[src/rtl/load_buffer.sv]
// load_buffer: in-order load buffer between address calculation, memory and CDB.
// Loads are allocated at tail, issue one read at a time at the issue pointer,
// and retire to the CDB from head, all in allocation order.
// Optional feature macro: LB_CDB_BYPASS_EN forwards granted memory data straight
// to the CDB in the grant cycle when the granted entry is also the head entry.

`ifndef XLEN
`define XLEN 32
`endif

package lb_pkg;

  typedef struct packed {
    logic             valid;
    logic [`XLEN-1:0] address;
    logic [4:0]       rd_tag;
    logic [2:0]       mem_size;
    logic [`XLEN-1:0] NPC;
    logic [`XLEN-1:0] inst;
  } LB_PACKET;

  typedef struct packed {
    logic             valid;
    logic [`XLEN-1:0] value;
    logic [4:0]       rob_tag;
    logic [`XLEN-1:0] NPC;
    logic [`XLEN-1:0] inst;
  } EX_WR_PACKET;

endpackage

module load_buffer
  import lb_pkg::*;
#(
  parameter int LB_DEPTH = 4
) (
  input  logic             clock,
  input  logic             reset,
  input  LB_PACKET         lb_packet_in,
  input  logic             squash,
  output logic             lb_full,
  output logic             lb2mem_req,
  output logic [`XLEN-1:0] lb2mem_addr,
  input  logic             mem2lb_grant,
  input  logic [`XLEN-1:0] mem2lb_data,
  output EX_WR_PACKET      lb_cdb_out,
  input  logic             cdb_grant
);

  localparam int PTR_W = (LB_DEPTH > 1) ? $clog2(LB_DEPTH) : 1;
  localparam int CNT_W = PTR_W + 1;

  typedef enum logic [1:0] {EMPTY, WAIT_MEM, DONE} entry_state_t;

  entry_state_t     state    [LB_DEPTH];
  logic [`XLEN-1:0] addr_q   [LB_DEPTH];
  logic [2:0]       size_q   [LB_DEPTH];
  logic [4:0]       tag_q    [LB_DEPTH];
  logic [`XLEN-1:0] npc_q    [LB_DEPTH];
  logic [`XLEN-1:0] inst_q   [LB_DEPTH];
  logic [`XLEN-1:0] value_q  [LB_DEPTH];

  logic [PTR_W-1:0] head;
  logic [PTR_W-1:0] issue;
  logic [PTR_W-1:0] tail;
  logic [CNT_W-1:0] count;

  logic             alloc;
  logic             mem_grant;
  logic             pop;
  logic             flush;
  logic [`XLEN-1:0] mem_value;

  // Select and extend the addressed byte/halfword; misaligned accesses simply
  // use the truncated offset, and unknown sizes return the whole word.
  function automatic logic [`XLEN-1:0] extract(input logic [`XLEN-1:0] word,
                                               input logic [1:0]       off,
                                               input logic [2:0]       f3);
    logic [7:0]  b;
    logic [15:0] h;
    case (off)
      2'd0:    b = word[7:0];
      2'd1:    b = word[15:8];
      2'd2:    b = word[23:16];
      default: b = word[31:24];
    endcase
    h = off[1] ? word[31:16] : word[15:0];
    case (f3)
      3'b000:  extract = {{24{b[7]}}, b};
      3'b100:  extract = {24'b0, b};
      3'b001:  extract = {{16{h[15]}}, h};
      3'b101:  extract = {16'b0, h};
      default: extract = word;
    endcase
  endfunction

  assign flush       = reset | squash;
  assign lb_full     = ~reset & (count == CNT_W'(LB_DEPTH));
  assign alloc       = lb_packet_in.valid & ~lb_full;
  assign lb2mem_req  = ~reset & (state[issue] == WAIT_MEM);
  assign lb2mem_addr = lb2mem_req ? {addr_q[issue][`XLEN-1:2], 2'b00} : '0;
  assign mem_grant   = lb2mem_req & mem2lb_grant;
  assign mem_value   = extract(mem2lb_data, addr_q[issue][1:0], size_q[issue]);
  assign pop         = lb_cdb_out.valid & cdb_grant;

  // Present the head entry to the CDB once its data is in (or, with bypass, as it arrives).
  always_comb begin
    lb_cdb_out = '0;
    if (!reset) begin
      if (state[head] == DONE) begin
        lb_cdb_out.valid   = 1'b1;
        lb_cdb_out.value   = value_q[head];
        lb_cdb_out.rob_tag = tag_q[head];
        lb_cdb_out.NPC     = npc_q[head];
        lb_cdb_out.inst    = inst_q[head];
      end
`ifdef LB_CDB_BYPASS_EN
      else if (mem_grant && (issue == head)) begin
        lb_cdb_out.valid   = 1'b1;
        lb_cdb_out.value   = mem_value;
        lb_cdb_out.rob_tag = tag_q[head];
        lb_cdb_out.NPC     = npc_q[head];
        lb_cdb_out.inst    = inst_q[head];
      end
`else
      else begin
        lb_cdb_out = '0;
      end
`endif
    end
  end

  // Entry states, pointers and occupancy; reset and squash both empty the buffer,
  // and a pop of the entry granted in the same cycle (bypass) lands it in EMPTY.
  always_ff @(posedge clock) begin
    if (flush) begin
      for (int i = 0; i < LB_DEPTH; i++) begin
        state[i] <= EMPTY;
      end
      head  <= '0;
      issue <= '0;
      tail  <= '0;
      count <= '0;
    end else begin
      if (alloc) begin
        state[tail] <= WAIT_MEM;
        tail        <= tail + 1'b1;
      end
      if (mem_grant) begin
        state[issue] <= DONE;
        issue        <= issue + 1'b1;
      end
      if (pop) begin
        state[head] <= EMPTY;
        head        <= head + 1'b1;
      end
      case ({alloc, pop})
        2'b10:   count <= count + 1'b1;
        2'b01:   count <= count - 1'b1;
        default: count <= count;
      endcase
    end
  end

  // Per-entry payload: load description on allocate, extracted data on grant.
  always_ff @(posedge clock) begin
    if (!flush) begin
      if (alloc) begin
        addr_q[tail] <= lb_packet_in.address;
        size_q[tail] <= lb_packet_in.mem_size;
        tag_q[tail]  <= lb_packet_in.rd_tag;
        npc_q[tail]  <= lb_packet_in.NPC;
        inst_q[tail] <= lb_packet_in.inst;
      end
      if (mem_grant) begin
        value_q[issue] <= mem_value;
      end
    end
  end

  // Flag loads that arrive while the buffer is full; they are dropped.
  always_ff @(posedge clock) begin
    if (!flush) begin
      assert (!(lb_packet_in.valid && lb_full))
        else $warning("load_buffer: load dropped because the buffer is full");
    end
  end

endmodule

[config.mk]
export PLATFORM = sky130hd
export DESIGN_NAME = load_buffer
export DESIGN_NICKNAME = d
export VERILOG_FILES = /design/src/rtl/load_buffer.sv
export SDC_FILE = /design/constraint.sdc
export NUM_CORES = 1
export LEC_CHECK = 0
export ABC_CLOCK_PERIOD_IN_PS = 4550
export CAP_MARGIN = 20
export CELL_PAD_IN_SITES_DETAIL_PLACEMENT = 1
export CELL_PAD_IN_SITES_GLOBAL_PLACEMENT = 2
export CORE_MARGIN = 4
export CORE_UTILIZATION = 38
export DETAILED_ROUTE_END_ITERATION = 7
export MAX_ROUTING_LAYER = met4
export PLACE_DENSITY_LB_ADDON = 0.15
export SLEW_MARGIN = 20
export SYNTH_ARGS = -nofsm -noshare
export SYNTH_HDL_FRONTEND = slang
export SYNTH_SLANG_ARGS = --single-unit
export TNS_END_PERCENT = 10
[constraint.sdc]
create_clock -name clock -period 4.55 [get_ports clock]
set_input_delay 0.6825 -clock clock [delete_from_list [all_inputs] [get_ports clock]]
set_output_delay 0.6825 -clock clock [all_outputs]
set_load 0.01 [all_outputs]
**Word level (Yosys, flattened, before mapping)**

Memories as Yosys holds them, arrays and structs flattened. A register that Yosys moved wholly into a read port is not among the register bits.
Index checks and enable logic that the tools add are counted.

- Add/subtract/negate cells: 5
- Equal/unequal tests: 10
- Multiplexer cells: 43
- Bitwise logic cells: 8
- Reductions and logical operators: 6

Operator list:

| kind | count |
|---|---|
| 102-bit 2-to-1 mux | 2 |
| 32-bit one-hot mux with 4 select lines | 1 |
| 2-bit 2-to-1 mux | 22 |
| 32-bit 2-to-1 mux | 1 |
| 8-bit one-hot mux with 3 select lines | 1 |
| 16-bit 2-to-1 mux | 1 |
| 1-bit 2-to-1 mux | 14 |
| 3-bit == test, second input constant | 3 |
| 2-bit by 1-bit adder with 2-bit output, second input constant | 3 |
| 2-bit by 1-bit == test with 1-bit output, second input constant | 3 |
| 2-bit == test, second input constant | 3 |
| 3-bit one-hot mux with 2 select lines | 1 |
| 2-bit OR reduction | 3 |
| 1-bit bitwise AND | 5 |
| 3-bit by 1-bit adder with 3-bit output, second input constant | 1 |
| 3-bit by 1-bit == test with 1-bit output, second input constant | 1 |
| 3-bit logical NOT | 1 |
| 3-bit by 1-bit subtractor with 3-bit output, second input constant | 1 |
| 2-bit logical NOT | 1 |
| 1-bit inverter | 2 |
| 2-bit nonzero test | 1 |
| 1-bit OR | 1 |

- Bits in registers: 9
- RAM bits: 552
- Input port bits: 142
- Output and inout bits: 136
- Word-level logic and storage cells: 83
- Memories: 7

Memory list:

| name | depth | bits a word | read ports | clocked after memory_dff | wr ports | RTL line | RTL |
|---|---|---|---|---|---|---|---|
| addr_q | 4 | 32 | 1 | 1 | 1 | 56 | `` logic [`XLEN-1:0] addr_q [LB_DEPTH]; `` |
| inst_q | 4 | 32 | 1 | 1 | 1 | 60 | `` logic [`XLEN-1:0] inst_q [LB_DEPTH]; `` |
| npc_q | 4 | 32 | 1 | 1 | 1 | 59 | `` logic [`XLEN-1:0] npc_q [LB_DEPTH]; `` |
| value_q | 4 | 32 | 1 | 1 | 1 | 61 | `` logic [`XLEN-1:0] value_q [LB_DEPTH]; `` |
| tag_q | 4 | 5 | 1 | 1 | 1 | 58 | `logic [4:0] tag_q [LB_DEPTH];` |
| size_q | 4 | 3 | 1 | 1 | 1 | 57 | `logic [2:0] size_q [LB_DEPTH];` |
| +1 memories | n/a | n/a | n/a | n/a | n/a | n/a |  |

**Longest topological paths before layout**

- Depth after elaboration: 9
- Depth in mapped cells: 9
- Depth with buffers taken out: 9

**Worst setup path before layout**

No wires, ideal clock.

- Kind: input-to-reg
- Start: input reset
- End: memory addr_q[2][0] (netlist name) (enable)
- Library setup time: 475 ps
- Data arrival time: 4,102 ps
- Required time: 4,075 ps
- Slack: -27 ps
- Cell stages on the path: 5
- Buffers on the path: 2
- Path through: clkbuf_1 > nor2_1 > and3_1 > clkbuf_1 > and2_1

- Word-level cells in the longest chain between the ends: 7
- Elaborated cells between the ends (all ways): 8
- Those cells by class: 3 x mux; 5 x bitwise

Ends and longest elaborated chain:

| item | RTL line | RTL |
|---|---|---|
| start: declaration | 38 | `input logic reset,` |
| 1-bit inverter | 98 | `assign lb_full = ~reset & (count == CNT_W'(LB_DEPTH));` |
| 1-bit bitwise AND | 98 |  |
| 1-bit inverter | 99 | `assign alloc = lb_packet_in.valid & ~lb_full;` |
| 1-bit bitwise AND | 99 |  |
| 1-bit 2-to-1 mux | 168 | `if (alloc) begin` |
| 1-bit 2-to-1 mux * | 167 | `if (!flush) begin` |
| 1-bit 2-to-1 mux (implied by the code) * | 169 | `addr_q[tail] <= lb_packet_in.address;` |
| end: declaration | 56 |  |

Every way passes the cells marked *; elsewhere a longest branch is shown, timed or not.

==> results.py <==
metrics = {
    "run_status": {
        "status": "complete, no violations",
    },
    "yosys": {
        "synth.most_common_cell": "edfxtp_1",
        "synth_seq_cells": 565,
        "yosysSeqAreaShare": 0.743,
        "synth_cells": 1125,
        "synth_enable_flop_cells": 544,
        "ys_top_cells_by_count": "edfxtp_1 (544), mux4_2 (139), and3_1 (135)",
        "ys.flop_type": "edfxtp_1",
        "yosysTopAreaCell": "edfxtp_1",
        "ys_warn_count": 0,
        "synth_top_area_share": 0.725,
        "yosys-top-cells-area": "edfxtp_1 (72%), mux4_2 (14%), and3_1 (3.7%)",
        "syn_area_mm2": 0.0225,
        "async_reset_ff_frac": 0,
        "synth.avg_cell_area_um2": 20.0,
        "synthDistinctLibCells": 53,
    },
    "worst_setup_path": {
        "start_kind": "flip-flop",
        "arrival_ns": 3.20,
        "end_kind": "output port",
        "rr_worst_depth": 9,
        "critPathKind": "reg2out",
        "crit_required_ns": 3.87,
        "cp_max_fo": 61,
    },
    "floorplanning": {
        "die_y_um": 252,
        "core_area_mm2": 0.0589,
        "die_area_mm2": 0.0633,
        "die_w_um": 252,
        "fp-row-count": 89,
        "initial_utilization": 0.383,
        "io-pin-count": 278,
    },
    "route": {
        "wl_met1_mm": 22.7,
        "dr_wl_met2_mm": 28.3,
        "wirelength_mm": 54.7,
        "drtIter0Drc": 659,
        "dr.pass1.iters": 4,
        "avgRoutedWirePerCell_um": 24.4,
        "drcViolationCount": 0,
        "routed.top_layer": "met4",
        "vias_per_cell": 5.17,
        "ant_nets": 0,
        "num_vias": 11580,
        "wl_met3_mm": 2.69,
    },
    "placement": {
        "io_buffer_count": 275,
        "dp_hpwl_mm": 34.1,
        "dpl-instance-area_mm2": 0.0263,
        "gp_congestion": 0.730,
        "dp.cells": 2123,
    },
    "clocking": {
        "cts_tree": "done",
        "cts_made_buffers": 60,
        "post_cts_buffers": 0,
        "cts_buffer_depth": 3,
        "cts_root_buf": "clkbuf_16",
        "clkTransAtPathRegs_ns": 0.06,
        "htreeDepth": 2,
        "cts_resized": 0,
        "cts-hold-fix-buffers": 0,
        "clock_latency_ns": 0.61,
        "cts.sinks": 565,
    },
    "finish": {
        "area_delta_synth_final_pct": 24.6,
        "layout-drive-gt1-share": 0.184,
        "multi_input_area_mm2": 0.00537,
        "finalNetCount": 1568,
        "fin_cells": 2239,
        "nFillCells": 5449,
        "final_area_mm2": 0.0281,
        "seqCellArea_mm2": 0.0168,
        "fin_util": 0.477,
    },
    "sta": {
        "hold_viol": 0,
        "fin_crit_ns": 3.89,
        "final.setup.tns_ns": 0,
        "timing.slew.headroom": 0.370,
        "setup_viol": 0,
        "fmax_mhz": 257,
        "worst_pin_slew_ns": 0.944,
        "fin_skew_ns": 0.00977,
        "finalCritPeriodShare": 0.854,
        "rsz0062_at_grt": "false",
        "drv_slew": 0,
    },
    "global_route": {
        "grt_pass1_wl_mm": 82.7,
        "grt_max_degree": 103,
        "grt.overflow.total": 0,
        "antenna_found_initial": 10,
        "track_usage": 0.178,
        "grt_pass1_vias": 12947,
    },
    "power": {
        "power.density_mw_per_mm2": 380,
        "p_leak_nw": 9.28,
        "ir_worst_vdd_v": 0.000304,
    },
    "run": {
        "cap_violations": 0,
    },
    "min_path": {
        "hp-class": "reg2reg",
        "min_path_cells": 2,
    },
}
-- cell families (layout without fill, tap and decap cells) --
logic type,Yosys count,in the layout,share of synthesized area
AO/OA/AOI/OAI,57,57,0.0196
AND/OR/NAND/NOR,217,217,0.0553
XOR/XNOR,3,3,0.00117
buffers and inverters,99,428,0.0190
adder cells (fa/ha/maj),14,14,0.00811
multiplexers,169,169,0.153
other,1,13,0.000166
flip-flops,565,565,0.743
-- power by group --
group | internal, mW | leakage, nW | switching, mW
clock | 2.59 | 0.869 | 1.91
sequential | 5.75 | 5.09 | 0.0118
combinational | 0.204 | 3.32 | 0.214
total | 8.54 | 9.28 | 2.14
-- worst paths after layout --
kind	endpoint	slack (ns)	from
max reg2reg	count[2]	1.02	flip-flop
min reg2reg	count[2]	0.49	count[2]
max	lb_cdb_out[28]	0.66	state[2][1]
min	count[2]	0.49	count[2]
-- cells in the final DEF, fill, tap and decap left out, types with 9 or more instances in the layout --
cell type	n
dfxtp_1	17
clkbuf_1	20
inv_1	22
clkinv_1	9
mux4_2	138
and3_1	135
edfxtp_1	544
nor2_1	9
clkbuf_16	61
buf_12	11
diode_2	11
buf_4	14
ha_1	13
clkdlybuf4s50_1	275
mux2i_1	19
o21ai_1	10
nand2_1	40
-- metal layers --
layer  GRT usage  vias to the layer above
li1            -                     5208
met1       0.225                     6058
met2       0.297                      244
met3      0.0389                       70
met4      0.0404                        0
met5           -                        -
-- critical path: stages (launching register included) --
cell and delay [ns]:
dfxtp_1 0.35, nor2b_1 0.14, mux4_4 1.00, buf_4 0.35
and3_1 0.23, clkdlybuf4s50_1 0.50
-- metrics by stage --
stage	worst slack, ns	hold WS [ns]	total power, mW
floorplan	-0.0268	0.454	6.03
CTS	0.606	0.491	10.8
detailed placement	0.755	0.483	6.30
finish	0.665	0.489	10.7
global placement	0.769	0.483	6.28
global route	0.465	0.505	11.1
-- flip-flops by register name, indices dropped and copies added, names as in the netlist, named ones only --
signal and flops:
inst_q 128, head 2, npc_q 128, issue 2, count 3, addr_q 128, tag_q 20, value_q 128
state 8, tail 2, size_q 12
-- final cells by class --
class,instances,share of cell area
clock inverters,22,0.00575
multi-input cells,462,0.191
diodes,11,0.000980
flip-flops and latches,565,0.597
repair buffers,300,0.110
clock buffers,83,0.0580
well taps,773,0.0344
inverters,23,0.00312
Note: power is estimated with default switching activity, not from simulation.
